<file path="src/rtl/uart_loopback_tester.sv">
// uart_loopback_tester: 8N1 byte generator with echo receiver and checker, one byte in flight.
// Define LB_PRBS_EN to advance the pattern as an x^8+x^6+x^5+x^4+1 LFSR instead of incrementing.
module uart_loopback_tester #(
  parameter int CLK_FREQ = 50000000,
  parameter int UART_BPS = 115200,
  parameter int NUM_BYTES = 256,
  parameter logic [7:0] SEED = 8'h00,
  parameter int TIMEOUT_BAUDS = 30
) (
  input  logic        sys_clk,
  input  logic        sys_rst,
  input  logic        start,
  input  logic        uart_rxd,
  output logic        uart_txd,
  output logic        busy,
  output logic        done,
  output logic        pass,
  output logic [15:0] err_cnt
);
  localparam int BAUD_CNT = CLK_FREQ / UART_BPS;
  localparam int CW = $clog2(BAUD_CNT + 1);
  localparam int TO_CYC = TIMEOUT_BAUDS * BAUD_CNT;
  localparam int TW = $clog2(TO_CYC + 1);
  localparam logic [CW-1:0] B_LAST = CW'(BAUD_CNT - 1);
  localparam logic [CW-1:0] B_HALF = CW'(BAUD_CNT / 2);
  typedef enum logic [2:0] {IDLE, SEND, WAIT, CHECK, NEXT} state_t;
  state_t r_state;
  logic r_s1, r_s2, r_s3;
  logic r_rx_act, r_rx_done, r_rx_ferr, r_rx_vld;
  logic [CW-1:0] r_rx_cnt;
  logic [3:0] r_rx_bit;
  logic [7:0] r_rx_sh, r_rx_data;
  logic r_tx_act;
  logic [CW-1:0] r_tx_cnt;
  logic [3:0] r_tx_bit;
  logic [8:0] r_tx_sh;
  logic [7:0] r_pat;
  logic [15:0] r_idx;
  logic [TW-1:0] r_tcnt;
  logic [7:0] w_pat_nxt;
  logic [15:0] w_err_inc;
  logic w_rx_keep;
`ifdef LB_PRBS_EN
  assign w_pat_nxt = {r_pat[6:0], r_pat[7] ^ r_pat[5] ^ r_pat[4] ^ r_pat[3]};
`else
  assign w_pat_nxt = r_pat + 8'd1;
`endif
  assign w_err_inc = (&err_cnt) ? err_cnt : err_cnt + 16'd1;
  // The echo of the current byte finishes before our own stop bit ends, so hold it from launch until consumed.
  assign w_rx_keep = (r_state == SEND && r_tx_act) || r_state == WAIT;
  always_ff @(posedge sys_clk) begin
    if (sys_rst) begin
      {r_s3, r_s2, r_s1} <= 3'b111;
      r_rx_act <= 1'b0;
      r_rx_done <= 1'b0;
      r_rx_ferr <= 1'b0;
      r_rx_cnt <= '0;
      r_rx_bit <= '0;
      r_rx_sh <= '0;
      r_rx_data <= '0;
    end else begin
      {r_s3, r_s2, r_s1} <= {r_s2, r_s1, uart_rxd};
      r_rx_done <= 1'b0;
      if (!r_rx_act) begin
        if (r_s3 && !r_s2) begin
          r_rx_act <= 1'b1;
          r_rx_cnt <= CW'(1);
          r_rx_bit <= '0;
        end
      end else begin
        r_rx_cnt <= (r_rx_cnt == B_LAST) ? '0 : r_rx_cnt + CW'(1);
        if (r_rx_cnt == B_LAST) r_rx_bit <= r_rx_bit + 4'd1;
        if (r_rx_cnt == B_HALF) begin
          if (r_rx_bit == 4'd0 && r_s2) r_rx_act <= 1'b0;
          else if (r_rx_bit == 4'd9) begin
            r_rx_act <= 1'b0;
            r_rx_done <= 1'b1;
            r_rx_ferr <= ~r_s2;
            r_rx_data <= r_rx_sh;
          end else if (r_rx_bit != 4'd0) r_rx_sh <= {r_s2, r_rx_sh[7:1]};
        end
      end
    end
  end
  always_ff @(posedge sys_clk) begin
    if (sys_rst) begin
      r_state <= IDLE;
      uart_txd <= 1'b1;
      busy <= 1'b0;
      done <= 1'b0;
      pass <= 1'b0;
      err_cnt <= '0;
      r_pat <= '0;
      r_idx <= '0;
      r_tcnt <= '0;
      r_tx_act <= 1'b0;
      r_tx_cnt <= '0;
      r_tx_bit <= '0;
      r_tx_sh <= '1;
      r_rx_vld <= 1'b0;
    end else begin
      done <= 1'b0;
      r_rx_vld <= w_rx_keep & (r_rx_vld | r_rx_done);
      case (r_state)
        IDLE: if (start) begin
          busy <= 1'b1;
          err_cnt <= '0;
          pass <= 1'b0;
          r_pat <= SEED;
          r_idx <= '0;
          r_tx_act <= 1'b0;
          r_state <= SEND;
        end
        SEND: if (!r_tx_act) begin
          r_tx_act <= 1'b1;
          uart_txd <= 1'b0;
          r_tx_cnt <= '0;
          r_tx_bit <= '0;
          r_tx_sh <= {1'b1, r_pat};
        end else if (r_tx_cnt != B_LAST) r_tx_cnt <= r_tx_cnt + CW'(1);
        else begin
          r_tx_cnt <= '0;
          r_tx_bit <= r_tx_bit + 4'd1;
          uart_txd <= r_tx_sh[0];
          r_tx_sh <= {1'b1, r_tx_sh[8:1]};
          if (r_tx_bit == 4'd9) begin
            r_tx_act <= 1'b0;
            r_tcnt <= TW'(TO_CYC - 1);
            r_state <= WAIT;
          end
        end
        WAIT: if (r_rx_vld) r_state <= CHECK;
        else if (r_tcnt == '0) begin
          err_cnt <= w_err_inc;
          r_state <= NEXT;
        end else r_tcnt <= r_tcnt - TW'(1);
        CHECK: begin
          if (r_rx_data != r_pat || r_rx_ferr) err_cnt <= w_err_inc;
          r_state <= NEXT;
        end
        NEXT: begin
          r_pat <= w_pat_nxt;
          r_idx <= r_idx + 16'd1;
          if (r_idx == 16'(NUM_BYTES - 1)) begin
            r_state <= IDLE;
            busy <= 1'b0;
            done <= 1'b1;
            pass <= (err_cnt == '0);
          end else r_state <= SEND;
        end
        default: r_state <= IDLE;
      endcase
    end
  end
endmodule
</file>
<file path="config.mk">
export PLATFORM = sky130hd
export DESIGN_NAME = uart_loopback_tester
export DESIGN_NICKNAME = d
export VERILOG_FILES = /design/src/rtl/uart_loopback_tester.sv
export SDC_FILE = /design/constraint.sdc
export NUM_CORES = 1
export LEC_CHECK = 0
export BUFFER_PORTS_ARGS = -buffer_cell sky130_fd_sc_hd__buf_2
export CAP_MARGIN = 20
export CORE_ASPECT_RATIO = 0.5
export CORE_UTILIZATION = 30
export DETAILED_ROUTE_END_ITERATION = 10
export SLEW_MARGIN = 30
export SYNTH_ARGS = -nofsm -noshare
export SYNTH_HDL_FRONTEND = slang
export SYNTH_SLANG_ARGS = --single-unit
</file>
<file path="constraint.sdc">
create_clock -name sys_clk -period 4.05 [get_ports sys_clk]
set_input_delay 0.2025 -clock sys_clk [delete_from_list [all_inputs] [get_ports sys_clk]]
set_output_delay 0.2025 -clock sys_clk [all_outputs]
set_load 0.005 [all_outputs]
</file>
Yosys cells after proc, flatten, opt, wreduce, memory -nomap -nowiden
Cells that the tools add are included.

operators by class
  add/sub/neg operators = 8
  equal/unequal tests = 23
  mux-type cells = 54
  bitwise gates (word level) = 8
  reductions and logical operators = 29

operator list
  operator               number
  $mux 16                5
  $mux 14                5
  $mux 9                 7
  $pmux 16 s3            1
  $add 16x1->16 const B  2
  $pmux 16 s2            1
  $pmux 14 s2            1
  $mux 4                 5
  $add 9x1->9 const B    2
  $mux 3                 6
  $mux 1                 17
  $eq 16x8->1 const B    1
  $logic_not 16->1       1
  $ne 2x2->1 const B     8
  $pmux 8 s2             1
  $reduce_and 16->1      1
  $pmux 3 s5             1
  $reduce_and 5->1       3
  $logic_not 14->1       1
  $sub 14x1->14 const B  1
  $eq 9x8->1 const B     1
  $eq 9x9->1 const B     1
  $ne 9x9->1 const B     1
  $add 4x1->4 const B    2
  other kinds (27)       47

storage, ports and cells
  bits in registers = 120
  bits of input ports = 4
  output and inout port bits = 20
  logic and storage cells = 146

Depth between registers and ports, before layout
Gate-level depths: netlist of run 1.

  depth in word-level cells = 5
  gate-level depth with buffers = 9

Worst setup path before layout of run 1
OpenSTA, ideal clock, no wires.

  kind = reg-to-reg
  start = reg r_tcnt[0]
  end = reg err_cnt[11]
  setup time = 0.070 ns
  data arrival time = 2.102 ns
  data required time = 3.980 ns
  path slack = 1.877 ns
  cell stages (with the launch flop) = 9
  path buffers = 0
  period minus slack after synthesis = 2.173 ns
  cell sequence = dfxtp_1 inv_1 ha_1 nor3b_1 nand4_4 a22oi_2 nand4_2 or4_1 a21oi_1

between the ends
  cells in the longest elaborated chain, start to end = 3

ends and longest elaborated chain
  item                               RTL line  text
  from (decl)                        39        logic [TW-1:0] r_tcnt;
  from (signal assigned)             128       r_tcnt <= TW'(TO_CYC - 1);
  from (signal assigned)             136       end else r_tcnt <= r_tcnt - TW'(1);
  $logic_not 14->1                   133       else if (r_tcnt == '0) begin
  $ne 2x1->1 (no source line)        -
  $reduce_and 5->1 (no source line)  -
  to (signal assigned)               134       err_cnt <= w_err_inc;
  to (signal assigned)               138       if (r_rx_data != r_pat || r_rx_ferr) err_cnt <= w_err_inc;
  to (decl)                          18        output logic [15:0] err_cnt

Every way passes these cells.
A chain may end at the register's enable or synchronous reset.

Final worst setup path of run 1
  start = reg r_state[2]
  end = reg err_cnt[15]

between the ends
  cells in the longest elaborated chain, start to end = 3
  elaborated cells between the ends (all ways) = 10
  those cells by class = eq/ne: 6; mux: 1; reduce/logical: 3

ends and longest elaborated chain
  item                                                       RTL line  text
  from (decl)                                                27        state_t r_state;
  from (signal assigned)                                     87        r_state <= IDLE;
  from (signal assigned)                                     112       r_state <= SEND;
  from (signal assigned)                                     129       r_state <= WAIT;
  $eq 3x2->1 or $logic_not 3->1 (tied branches)              104       case (r_state)
  $ne 2x2->1 (no source line), or another cell as far along  -
  $reduce_and 5->1 (no source line)                          -

Parallel ways exist; a longest one is shown, timed or not.

==> results of run 1 <==
metal layers:
| metal | wire, um | GRT usage |
|---|---|---|
| met1 | 6380 | 0.175 |
| met2 | 5450 | 0.205 |
| met3 | 384 | 0.0192 |
| met5 | 0 | 0 |
| met4 | 136 | 0.0465 |
stage by stage:
stage	setup slack (ns)	power [mW]	cells
6_report	1.34	3.04	972
4_1_cts	1.43	3.07	971
3_3_place_gp	1.56	1.66	938
5_1_grt	1.08	3.18	972
3_5_place_dp	1.44	1.67	938
2_1_floorplan	1.88	1.58	684
cells in the mapped netlist, drive strengths merged, types with 6 or more instances:
library cell	instances	area (um^2)
nor2	101	379
or4	6	45.0
inv	13	48.8
or3	10	62.6
o21ai	25	125
nand3	21	105
or2	10	62.6
a21oi	61	305
ha	14	175
nor3	21	105
nor4	17	136
dfxtp	119	2380
nand2	55	206
a211o	8	70.1
and3	14	87.6
nand4	21	153
mux2i	23	230
xor2	20	175
clkbuf	28	105
xnor2	10	87.6
nand3b	6	45.0
nand2b	8	50.1
nor3b	6	45.0
state kept, by name, indices dropped and copies added (netlist names), 4 cells and up:
signal,cells
r_tx_sh,8
r_tx_bit,4
r_tx_cnt,9
r_idx,16
r_tcnt,14
r_pat,8
r_rx_bit,4
r_rx_sh,8
err_cnt,16
r_rx_cnt,9
r_rx_data,8
cell type report:
type,count,share of cell area
flip-flops and latches,119,0.357
clock inverters,12,0.0157
clock buffers,20,0.0669
repair buffers,29,0.0247
multi-input cells,520,0.480
well taps,259,0.0485
inverters,13,0.00731
worst max-delay path, cell delays in order, from the launching register on:
cell	delay [ns]
dfxtp_1	0.54
nand2b_1	0.54
nor2_1	0.20
a22oi_2	0.25
nand3_1	0.47
or4_1	0.58
nand2_1	0.08
power groups by stage:
stage | logic, mW | clock network, mW | registers, mW
6_report | 0.387 | 1.40 | 1.26
2_1_floorplan | 0.315 | 0 | 1.27
4_1_cts | 0.387 | 1.42 | 1.26
3_3_place_gp | 0.377 | 0 | 1.28
3_5_place_dp | 0.385 | 0 | 1.28
5_1_grt | 0.435 | 1.48 | 1.27
how the worst max path moves through the flow:
stage               depth (start not counted)                       end                    start
global route                                6  err_cnt[15]$_SDFFE_PP0P_  r_state[2]$_SDFFE_PP0P_
finish                                      6  err_cnt[15]$_SDFFE_PP0P_  r_state[2]$_SDFFE_PP0P_
global placement                            8  err_cnt[15]$_SDFFE_PP0P_   r_tcnt[0]$_SDFFE_PP0P_
detailed placement                          8  err_cnt[15]$_SDFFE_PP0P_   r_tcnt[0]$_SDFFE_PP0P_
CTS                                         8  err_cnt[15]$_SDFFE_PP0P_   r_tcnt[0]$_SDFFE_PP0P_
floorplan                                   8  err_cnt[11]$_SDFFE_PP0P_   r_tcnt[0]$_SDFFE_PP0P_
cell families after synthesis:
kind of cell | Yosys count
AO/OA/AOI/OAI | 135
AND/OR/NAND/NOR | 317
buffers and inverters | 45
adder cells (fa/ha/maj) | 14
XOR/XNOR | 30
flip-flops | 119
multiplexers | 24
timing repair:
item | CTS | global route
resized for setup | 0 | 0
hold buffers | 1 | 0
hold endpoints to repair | 1 | 0
buffers inserted | 0 | 0
==> summary.txt, run 1 <==
Outcome
  – Status: finished clean

Drt
  – Routed WL per cell: 12.7 um
  – DR DRC count: 0
  – DRT Pass-1 Iters: 5
  – Vias/cell: a little over 5
  – Final wirelength: 12.3 mm
  – Number of DRC markers in iteration 0: between 200 and 300
  – Via count: 4904
  – Post-route ant nets: 0

Worst setup path
  – Critical R2R Capture: err_cnt[15]$_SDFFE_PP0P_
  – FF-to-FF path depth: 6
  – Peak fanout along the critical path: 17
  – Critical path type: reg2reg
  – Startpoint Class: flip-flop
  – Worst path arrival time: 3.06 ns
  – Flop2flop setup slack: 1.34 ns
  – CP Capture Type: flip-flop
  – R2R Path Start: r_state[2]$_SDFFE_PP0P_
  – Worst EP required: 4.39 ns

Layout
  – Area of the multi-input gates: 3200 um^2
  – Layout cell share with drive strength beyond 1: 0.116
  – Register area: between 2000 and 2500 um^2
  – Area growth syn-to-layout: 16.4%
  – Final #Nets: roughly 700
  – Final core occ: 0.360
  – Most common cell after layout, fill and taps aside: dfxtp_1
  – Most frequent cells in the layout: dfxtp_1, nor2_1, a21oi_1, nand2_1, o21ai_0
  – Ant. Diodes: 0
  – Final instance area: between 6000 and 7000 um^2
  – Fillcell total: between 1500 and 2000

Power
  – Clock power share: 0.459
  – Int Pwr: 2.21 mW
  – Peak VDD IR: 0.316 mV
  – NetSw: 0.830 mW
  – Combinational fraction of design power: 0.127
  – Switching share of power: 0.273
  – Leakage power: 2.47 nW
  – PD cells: between 400 and 500 nW/um^2
  – Sequential power share: 0.414

Timing
  – Setup TNS: 0 ns
  – Actual slew at the worst max-slew pin: a little under 0.9 ns
  – Fmax: ~370 MHz
  – Worst slew margin: 0.407
  – Clock period minus worst slack: ~2.7 ns
  – Hold_ws: 0.218 ns
  – # setup viols final: 0
  – Worst clock skew: 0.00850 ns
  – Final hold violations: 0
  – Final worst-path cycle share: 0.670
  – RSZ-0062 raised after global routing: false
  – Final slew viol count: 0

Logic synthesis
  – Main combinational cell family by area after synthesis: simple AND/OR/NAND/NOR gates
  – Seq/Total Area, Yosys: 0.415
  – Post-synthesis mux area share: 0.0421
  – Ys async rst share: 0
  – Cell variety after synth: 60
  – Post-synth EDFFs: 0
  – Simple-Gate Fraction of Synth Area: 0.289
  – Compound-Gate Fraction of Synth Area: 0.146
  – Xor/xnor share of the synthesized area: 0.0458
  – Cell count after synthesis: 684
  – Syn_area_per_cell: 8.39 um^2
  – Syn_nets: around 700
  – Yosys reg bits: 119
  – Synth Warn #: 0
  – Mapped cell area: 5740 um^2
  – Top_reg_cell synth: dfxtp_1
  – Adder-Cell Fraction of Synth Area: 0.0305

Clock network
  – Max Root-Sink Buffers: 2
  – CTS root buffer: clkbuf_16
  – Total clock sinks: approximately 120
  – CTS buffer count: 17
  – CTS tree: built
  – Clock-pin slew on the worst setup and hold paths: 0.05 ns
  – Clk Latency, worst-skew pair: 0.41 ns
  – CTS HTree Levels: 4

Place
  – Routability-driven placement congestion ratio: approximately 0.84
  – Post-DP HPWL: 8.18 mm
  – IO buf count: 23
  – Dpl cell area: a little over 6000 um^2

Floorplan
  – Die area: 19700 um^2
  – Die Wd: 198 um
  – Std cell rows: 35
  – Die Y: around 100 um
  – Initial Utilization: 0.309
  – Io pins: 24
  – Core area: 18600 um^2

Global route
  – Vias in the first global route: 4455
  – Initial antenna violation count: 0
  – Remaining Overflow, GRT: 0
  – Total GRT Usage: 0.128
  – First-pass GRT wire length: ~21 mm
  – Largest net degree at the start of global routing: 58

Min path
  – Min-Delay Endpoint: r_state[0]$_SDFFE_PP0P_
  – WHS Path Cells: 3
  – Worst hold start: start
  – Type of the worst min-delay path: in2reg

Flow run
  – Max-cap viol count: 0
Power figures use the tool's default switching activity.
==> inputs of run 2 (changes only) <==
--- a/config.mk
+++ b/config.mk
@@ -5,6 +5,7 @@
 export SDC_FILE = /design/constraint.sdc
 export NUM_CORES = 1
 export LEC_CHECK = 0
+export ABC_AREA = 1
 export BUFFER_PORTS_ARGS = -buffer_cell sky130_fd_sc_hd__buf_2
 export CAP_MARGIN = 20
 export CORE_ASPECT_RATIO = 0.5
==> constraint.sdc (replaced) <==
create_clock -name sys_clk -period 2.78 [get_ports sys_clk]
set_input_delay 0.139 -clock sys_clk [delete_from_list [all_inputs] [get_ports sys_clk]]
set_output_delay 0.139 -clock sys_clk [all_outputs]
set_load 0.005 [all_outputs]
==> run 2 against run 1 <==
- final cell count grew 29%
- synthesized area rose by 11%
- wire length grew 25%
- core utilization down 0.62 points
- worst setup slack got worse by 0.72 ns
- sequential power is 67% higher
- clock-buffer cell count down 3
- non-clock buffer count up 1
- die area is 11% higher
- global-route usage rose by 2.0 points
- maximum frequency rose by 25%
==> summary.txt, run 2 <==
Global route
  – Met3 Resource Use GR: 0.0373
  – Largest net degree at the start of global routing: 60
  – Remaining Overflow, GRT: 0
  – First-pass GRT wire length: 26.5 mm
  – Met2 GRT Util: 0.228
  – Vias in the first global route: about 5600
  – GRT Max-Usage Layer: met2
  – Met1 usage: 0.199
  – Initial antenna violation count: 0
  – Total GRT Usage: 0.148

Clock network
  – CTS tree: built
  – Post-cts sizing count: 0
  – CTS HTree Levels: 4
  – Post-cts hold buffer count: 1
  – Setup Fix Bufs, Post-CTS: 0
  – CTS buffer count: 17
  – Clk Latency, worst-skew pair: around 0.42 ns
  – Max Root-Sink Buffers: 2
  – CTS root buffer: clkbuf_16
  – Total clock sinks: 119
  – Clock-pin slew on the worst setup and hold paths: 0.06 ns

Layout
  – Biggest regs: err_cnt: 16 flops, r_idx: 16 flops, r_tcnt: 14 flops
  – Most frequent cells in the layout: nand2_1, nor2_1, dfxtp_1, inv_1, a21oi_1
  – Final core occ: 0.353
  – Register area: between 2000 and 2500 um^2
  – Most common cell after layout, fill and taps aside: nand2_1
  – Fillcell total: 2209
  – Ant. Diodes: 0
  – Area of the multi-input gates: 3500 um^2
  – Area growth syn-to-layout: 14.4%
  – Final #Nets: 988
  – Layout cell share with drive strength beyond 1: 0.113
  – Final instance area: around 7300 um^2

Logic synthesis
  – Yosys top cell area share: 0.373
  – Top_reg_cell synth: dfxtp_1
  – Seq/Total Area, Yosys: 0.373
  – Ys async rst share: 0
  – Synth area leader: dfxtp_1
  – Yosys reg bits: approximately 120
  – Mapped cell area: 6390 um^2
  – Synth top area cells: dfxtp_1, nand2_1, nor2_1
  – Syn_nets: 965
  – Cell variety after synth: 40
  – Post-synth EDFFs: 0
  – Most numerous cell in the Yosys netlist: nand2_1
  – Syn_area_per_cell: 6.75 um^2
  – Synth Warn #: 0
  – Most frequent cells after synthesis: nand2_1, nor2_1, dfxtp_1
  – Cell count after synthesis: 947

Place
  – Routability-driven placement congestion ratio: 0.868
  – Post-DP HPWL: 11.0 mm
  – IO buf count: 23
  – Dpl cell area: roughly 6800 um^2

Timing
  – Setup TNS: 0 ns
  – Worst clock skew: 0.00935 ns
  – Final hold violations: 0
  – Clock period minus worst slack: 2.16 ns
  – Fmax: 462 MHz
  – Actual slew at the worst max-slew pin: between 0.7 and 0.8 ns
  – Final slew viol count: 0
  – # setup viols final: 0
  – Final worst-path cycle share: 0.778
  – RSZ-0062 raised after global routing: false
  – Worst slew margin: 0.511

Floorplan
  – Initial Utilization: 0.309
  – Core area: 20700 um^2
  – Die area: around 22000 um^2
  – Die Y: 105 um
  – Die Wd: 208 um
  – Std cell rows: 37
  – Io pins: 24

Drt
  – Number of DRC markers in iteration 0: 401
  – Final wirelength: 15.5 mm
  – Post-route ant nets: 0
  – Vias/cell: 4.84
  – Via count: 6077
  – DR DRC count: 0
  – DRT Pass-1 Iters: 4
  – Routed WL per cell: 12.3 um

Min path
  – Type of the worst min-delay path: in2reg

Outcome
  – Status: finished clean

Worst setup path
  – Worst EP required: 3.06 ns
  – Worst path arrival time: 2.44 ns
  – Crit path max-delay family: simple AND/OR/NAND/NOR gates
  – Crit-path max cell delay: approximately 0.51 ns
  – CP Capture Type: flip-flop
  – Startpoint Class: flip-flop
  – Peak fanout along the critical path: 18
  – CP max stage cell: nand4_1
  – CP Cell Sequence: ha_1 > inv_1 > nor3_1 > nand2_1 > nor2_1 > nand4_1 > o21ai_0 > a21oi_1
  – WP buf/inv: 1
  – Critical path type: reg2reg

Power
  – Leakage power: 2.79 nW
  – Peak VDD IR: 0.434 mV
  – PD cells: 834 nW/um^2
  – Pwr Total: 6.10 mW

Flow run
  – Max-cap viol count: 0
## run 2: cell types whose count changed in the layout (fill, tap and decap cells not counted), moves of 23 or more
cell / change
mux2i_1: -23
inv_1: +80
nand2_1: +183
nor2_1: +24
o21ai_0: +28
nand3_1: +42
## run 2: final timing paths
check / from / to / slack, ns / cells past startpoint
worst min register to register: r_s1$_SDFF_PP1_ / r_s2$_SDFF_PP1_ / 0.43 / 1
worst max register to register: r_rx_cnt[0]$_SDFFE_PP0P_ / r_rx_data[4]$_SDFFE_PP0P_ / 0.62 / 8
worst max-delay path: r_rx_cnt[0]$_SDFFE_PP0P_ / r_rx_data[4]$_SDFFE_PP0P_ / 0.62 / 8
worst min-delay path: start / pass$_SDFFE_PP0P_ / 0.21 / 5
## run 2: cells by family after synthesis
group | share of synthesized area
adders and majority gates | 0.0274
DFF | 0.373
and+or+nand+nor | 0.361
xor gates and xnor gates | 0.0164
buffers and inverters | 0.0795
AOI/OAI and AO/OA | 0.142
## run 2: area by class of cell
class | count | share of cell area
clock buffers | 17 | 0.0582
clock inverters | 15 | 0.0166
inverters | 99 | 0.0508
multi-input cells | 703 | 0.479
flip-flops and latches | 119 | 0.326
well taps | 273 | 0.0467
repair buffers | 30 | 0.0233
## run 2: power breakdown
part / internal [mW] / leakage, nW / switching [mW]
sequential: 1.90 / 0.965 / 0.192
clock: 1.15 / 0.253 / 0.870
combinational: 0.653 / 1.57 / 1.33
## run 2: worst min-delay path, delay by kind of cell
kind,cells,cell delay (ns)
AND/OR/NAND/NOR,2,0.21
AO/OA/AOI/OAI,1,0.08
buffers and inverters,2,0.16
## run 2: per-layer routing
layer	part of all wire	wire length (um)
met2	0.43	6600
met4	0.015	234
met5	0	0
met3	0.030	469
met1	0.53	8190
## run 2: per-stage QoR
step,cells,hold WS [ns],setup WS [ns]
6_report,1256,0.206,0.617
5_1_grt,1256,0.227,0.221
4_1_cts,1256,0.206,0.597
3_5_place_dp,1223,0.330,0.619
3_3_place_gp,1223,0.341,0.739
2_1_floorplan,947,0.243,1.12
==> inputs of run 3 (changes only) <==
==> constraint.sdc (replaced) <==
create_clock -name sys_clk -period 2.2 [get_ports sys_clk]
set_input_delay 0.11 -clock sys_clk [delete_from_list [all_inputs] [get_ports sys_clk]]
set_output_delay 0.11 -clock sys_clk [all_outputs]
set_load 0.005 [all_outputs]
==> run 3 against run 2 <==
- register-to-register slack worse by 0.29 ns
- total power up 37%
- core utilization rose by 0.88 points
- first-iteration DRC count rose by 5.0%
- hold slack got worse by 0.038 ns
- non-clock buffer count rose by 10
- clock power up 54%
- clock-buffer cell count rose by 5
- clock skew fell by 0.0035 ns
==> summary.txt, run 3 (synthesis results as in run 2) <==
Power
  – Switching share of power: 0.353
  – Peak VDD IR: ~0.60 mV
  – Leakage power: between 2 and 3 nW
  – Int Pwr: 5.40 mW
  – Clock power share: 0.372
  – Combinational fraction of design power: 0.309
  – NetSw: 2.94 mW
  – PD cells: 1110 nW/um^2
  – Sequential power share: 0.319

Timing
  – Setup TNS: 0 ns
  – # setup viols final: 0
  – RSZ-0062 raised after global routing: false
  – Fmax: 533 MHz
  – Final slew viol count: 0
  – Setup WS post-layout: 0.322 ns
  – Worst clock skew: 0.00582 ns
  – Worst slew margin: 0.508
  – Clock period minus worst slack: around 1.9 ns
  – Final hold violations: 0
  – Final worst-path cycle share: 0.853
  – Actual slew at the worst max-slew pin: 0.738 ns

Global route
  – Vias in the first global route: ~5600
  – First-pass GRT wire length: 26.4 mm
  – Initial antenna violation count: 0
  – Remaining Overflow, GRT: 0
  – Largest net degree at the start of global routing: 60
  – Total GRT Usage: 0.148

Drt
  – Final wirelength: 15.6 mm
  – DR top layer: met4
  – Via count: between 6000 and 7000
  – Routed WL per cell: 12.4 um
  – Post-route ant nets: 0
  – Vias/cell: 4.85
  – Number of DRC markers in iteration 0: 421
  – DRT Pass-1 Iters: 6
  – DR DRC count: 0
  – Met2 WL post-DR: 6.99 mm
  – Routed wl met3: 640 um
  – Metal-1 WL: 7.83 mm

Layout
  – Layout cell share with drive strength beyond 1: 0.120
  – Most frequent cells in the layout: nand2_1, nor2_1, dfxtp_1, inv_1, a21oi_1
  – Most common cell after layout, fill and taps aside: nand2_1
  – Final #Nets: 998
  – Final instance area: 7490 um^2
  – Final core occ: 0.362
  – Area growth syn-to-layout: 17.3%
  – Biggest regs: err_cnt: 16 flops, r_idx: 16 flops, r_tcnt: 14 flops
  – Ant. Diodes: 0
  – Fin cells: 1265

Outcome
  – Status: finished clean

Clock network
  – CTS HTree Levels: 4
  – Total clock sinks: between 100 and 150
  – Max Root-Sink Buffers: 2
  – Clk Latency, worst-skew pair: 0.42 ns
  – Post-cts sizing count: 0
  – CTS root buffer: clkbuf_16
  – Setup Fix Bufs, Post-CTS: 0
  – Clock-pin slew on the worst setup and hold paths: ~0.060 ns
  – Post-cts hold buffer count: 1
  – CTS tree: built
  – CTS buffer count: 17

Worst setup path
  – R2R Path Start: r_tx_cnt[0]$_SDFFE_PP0P_
  – FF-to-FF path depth: 9
  – CP dominant cell by count: nand2_1
  – Peak fanout along the critical path: 13
  – WP buf/inv: 0
  – Critical R2R Capture: r_tcnt[2]$_SDFFE_PP0P_
  – Critical path type: reg2reg
  – CP Capture Type: flip-flop
  – Crit path max-delay family: simple AND/OR/NAND/NOR gates
  – CP max stage cell: dfxtp_1
  – Worst EP required: 2.55 ns
  – Crit-path max cell delay: 0.41 ns
  – CP Cell Sequence: ha_1 > nand2_1 > nor3_1 > nand3_1 > nand2_1 > nand2_2 > nor2_4 > nand2_1 > a21oi_1
  – Flop2flop setup slack: 0.32 ns
  – Startpoint Class: flip-flop
  – Worst path arrival time: 2.22 ns

Floorplan
  – Core area: 20700 um^2
  – Std cell rows: 37
  – Die Y: 105 um
  – Io pins: 24
  – Die area: 21900 um^2
  – Die Wd: between 200 and 250 um
  – Initial Utilization: 0.309

Min path
  – Type of the worst min-delay path: in2reg
  – WHS Path Cells: 5
  – Worst hold start: start
  – Min-Delay Endpoint: pass$_SDFFE_PP0P_

Place
  – Dpl cell area: 6830 um^2
  – IO buf count: 23
  – Routability-driven placement congestion ratio: 0.859
  – # placed instances: 1233
  – Pre-CTS WS: around 0.34 ns
  – Post-DP HPWL: 10.9 mm

Flow run
  – Max-cap viol count: 0
==> run 3: changes by cell type in the layout (fill, tap and decap cells not counted) <==
cell,before,now
clkinvlp_4,5,0
clkinv_2,1,4
inv_6,5,0
buf_4,6,16
bufinv_16,0,5
clkinv_4,4,0
clkbuf_1,0,1
clkbuf_8,0,4
==> run 3: worst register-to-register path, delay by kind of cell (launching register included) <==
family	cells	cell delay [ns]
AND/OR/NAND/NOR	7	1.10
adder cells (fa/ha/maj)	1	0.17
AO/OA/AOI/OAI	1	0.13
flip-flops	1	0.41
==> run 3: per-layer routing <==
metal,track usage,vias to the layer above
met5,0,-
met3,0.0373,18
met2,0.234,111
met4,0.0540,0
met1,0.195,2832
li1,-,3176
==> run 3: final cells by class <==
cell class	count	area, um^2
timing repair buffer	40	245
sequential	119	2380
inverter	99	372
fill	2133	13200
multi-input combinational	703	3500
clock inverter	9	170
clock buffer	22	484
tap	273	342
==> run 3: through the flow <==
| step | power [mW] | hold slack, ns |
|---|---|---|
| after floorplan | 4.72 | 0.214 |
| after global placement | 5.20 | 0.315 |
| after detailed placement | 5.26 | 0.310 |
| after CTS | 8.39 | 0.165 |
| after global routing | 8.85 | 0.235 |
| final | 8.34 | 0.168 |
==> run 3: how the worst max path moves through the flow <==
stage	from	to	slack [ns]	cells past startpoint
finish	r_tx_cnt[0]$_SDFFE_PP0P_	r_tcnt[2]$_SDFFE_PP0P_	0.32	9
global route	r_tcnt[0]$_SDFFE_PP0P_	err_cnt[13]$_SDFFE_PP0P_	0.11	10
CTS	r_tx_cnt[0]$_SDFFE_PP0P_	r_tcnt[2]$_SDFFE_PP0P_	0.32	9
detailed placement	r_tx_cnt[0]$_SDFFE_PP0P_	r_tcnt[2]$_SDFFE_PP0P_	0.34	9
global placement	r_tcnt[0]$_SDFFE_PP0P_	err_cnt[14]$_SDFFE_PP0P_	0.39	10
floorplan	r_tcnt[0]$_SDFFE_PP0P_	err_cnt[6]$_SDFFE_PP0P_	0.54	10
==> run 3: power groups by stage <==
stage / Combinational [mW] / Clock [mW] / Sequential, mW
detailed placement: 2.57 / 0 / 2.69
global route: 2.92 / 3.24 / 2.69
CTS: 2.58 / 3.16 / 2.65
finish: 2.58 / 3.11 / 2.66
global placement: 2.52 / 0 / 2.68
floorplan: 2.08 / 0 / 2.64
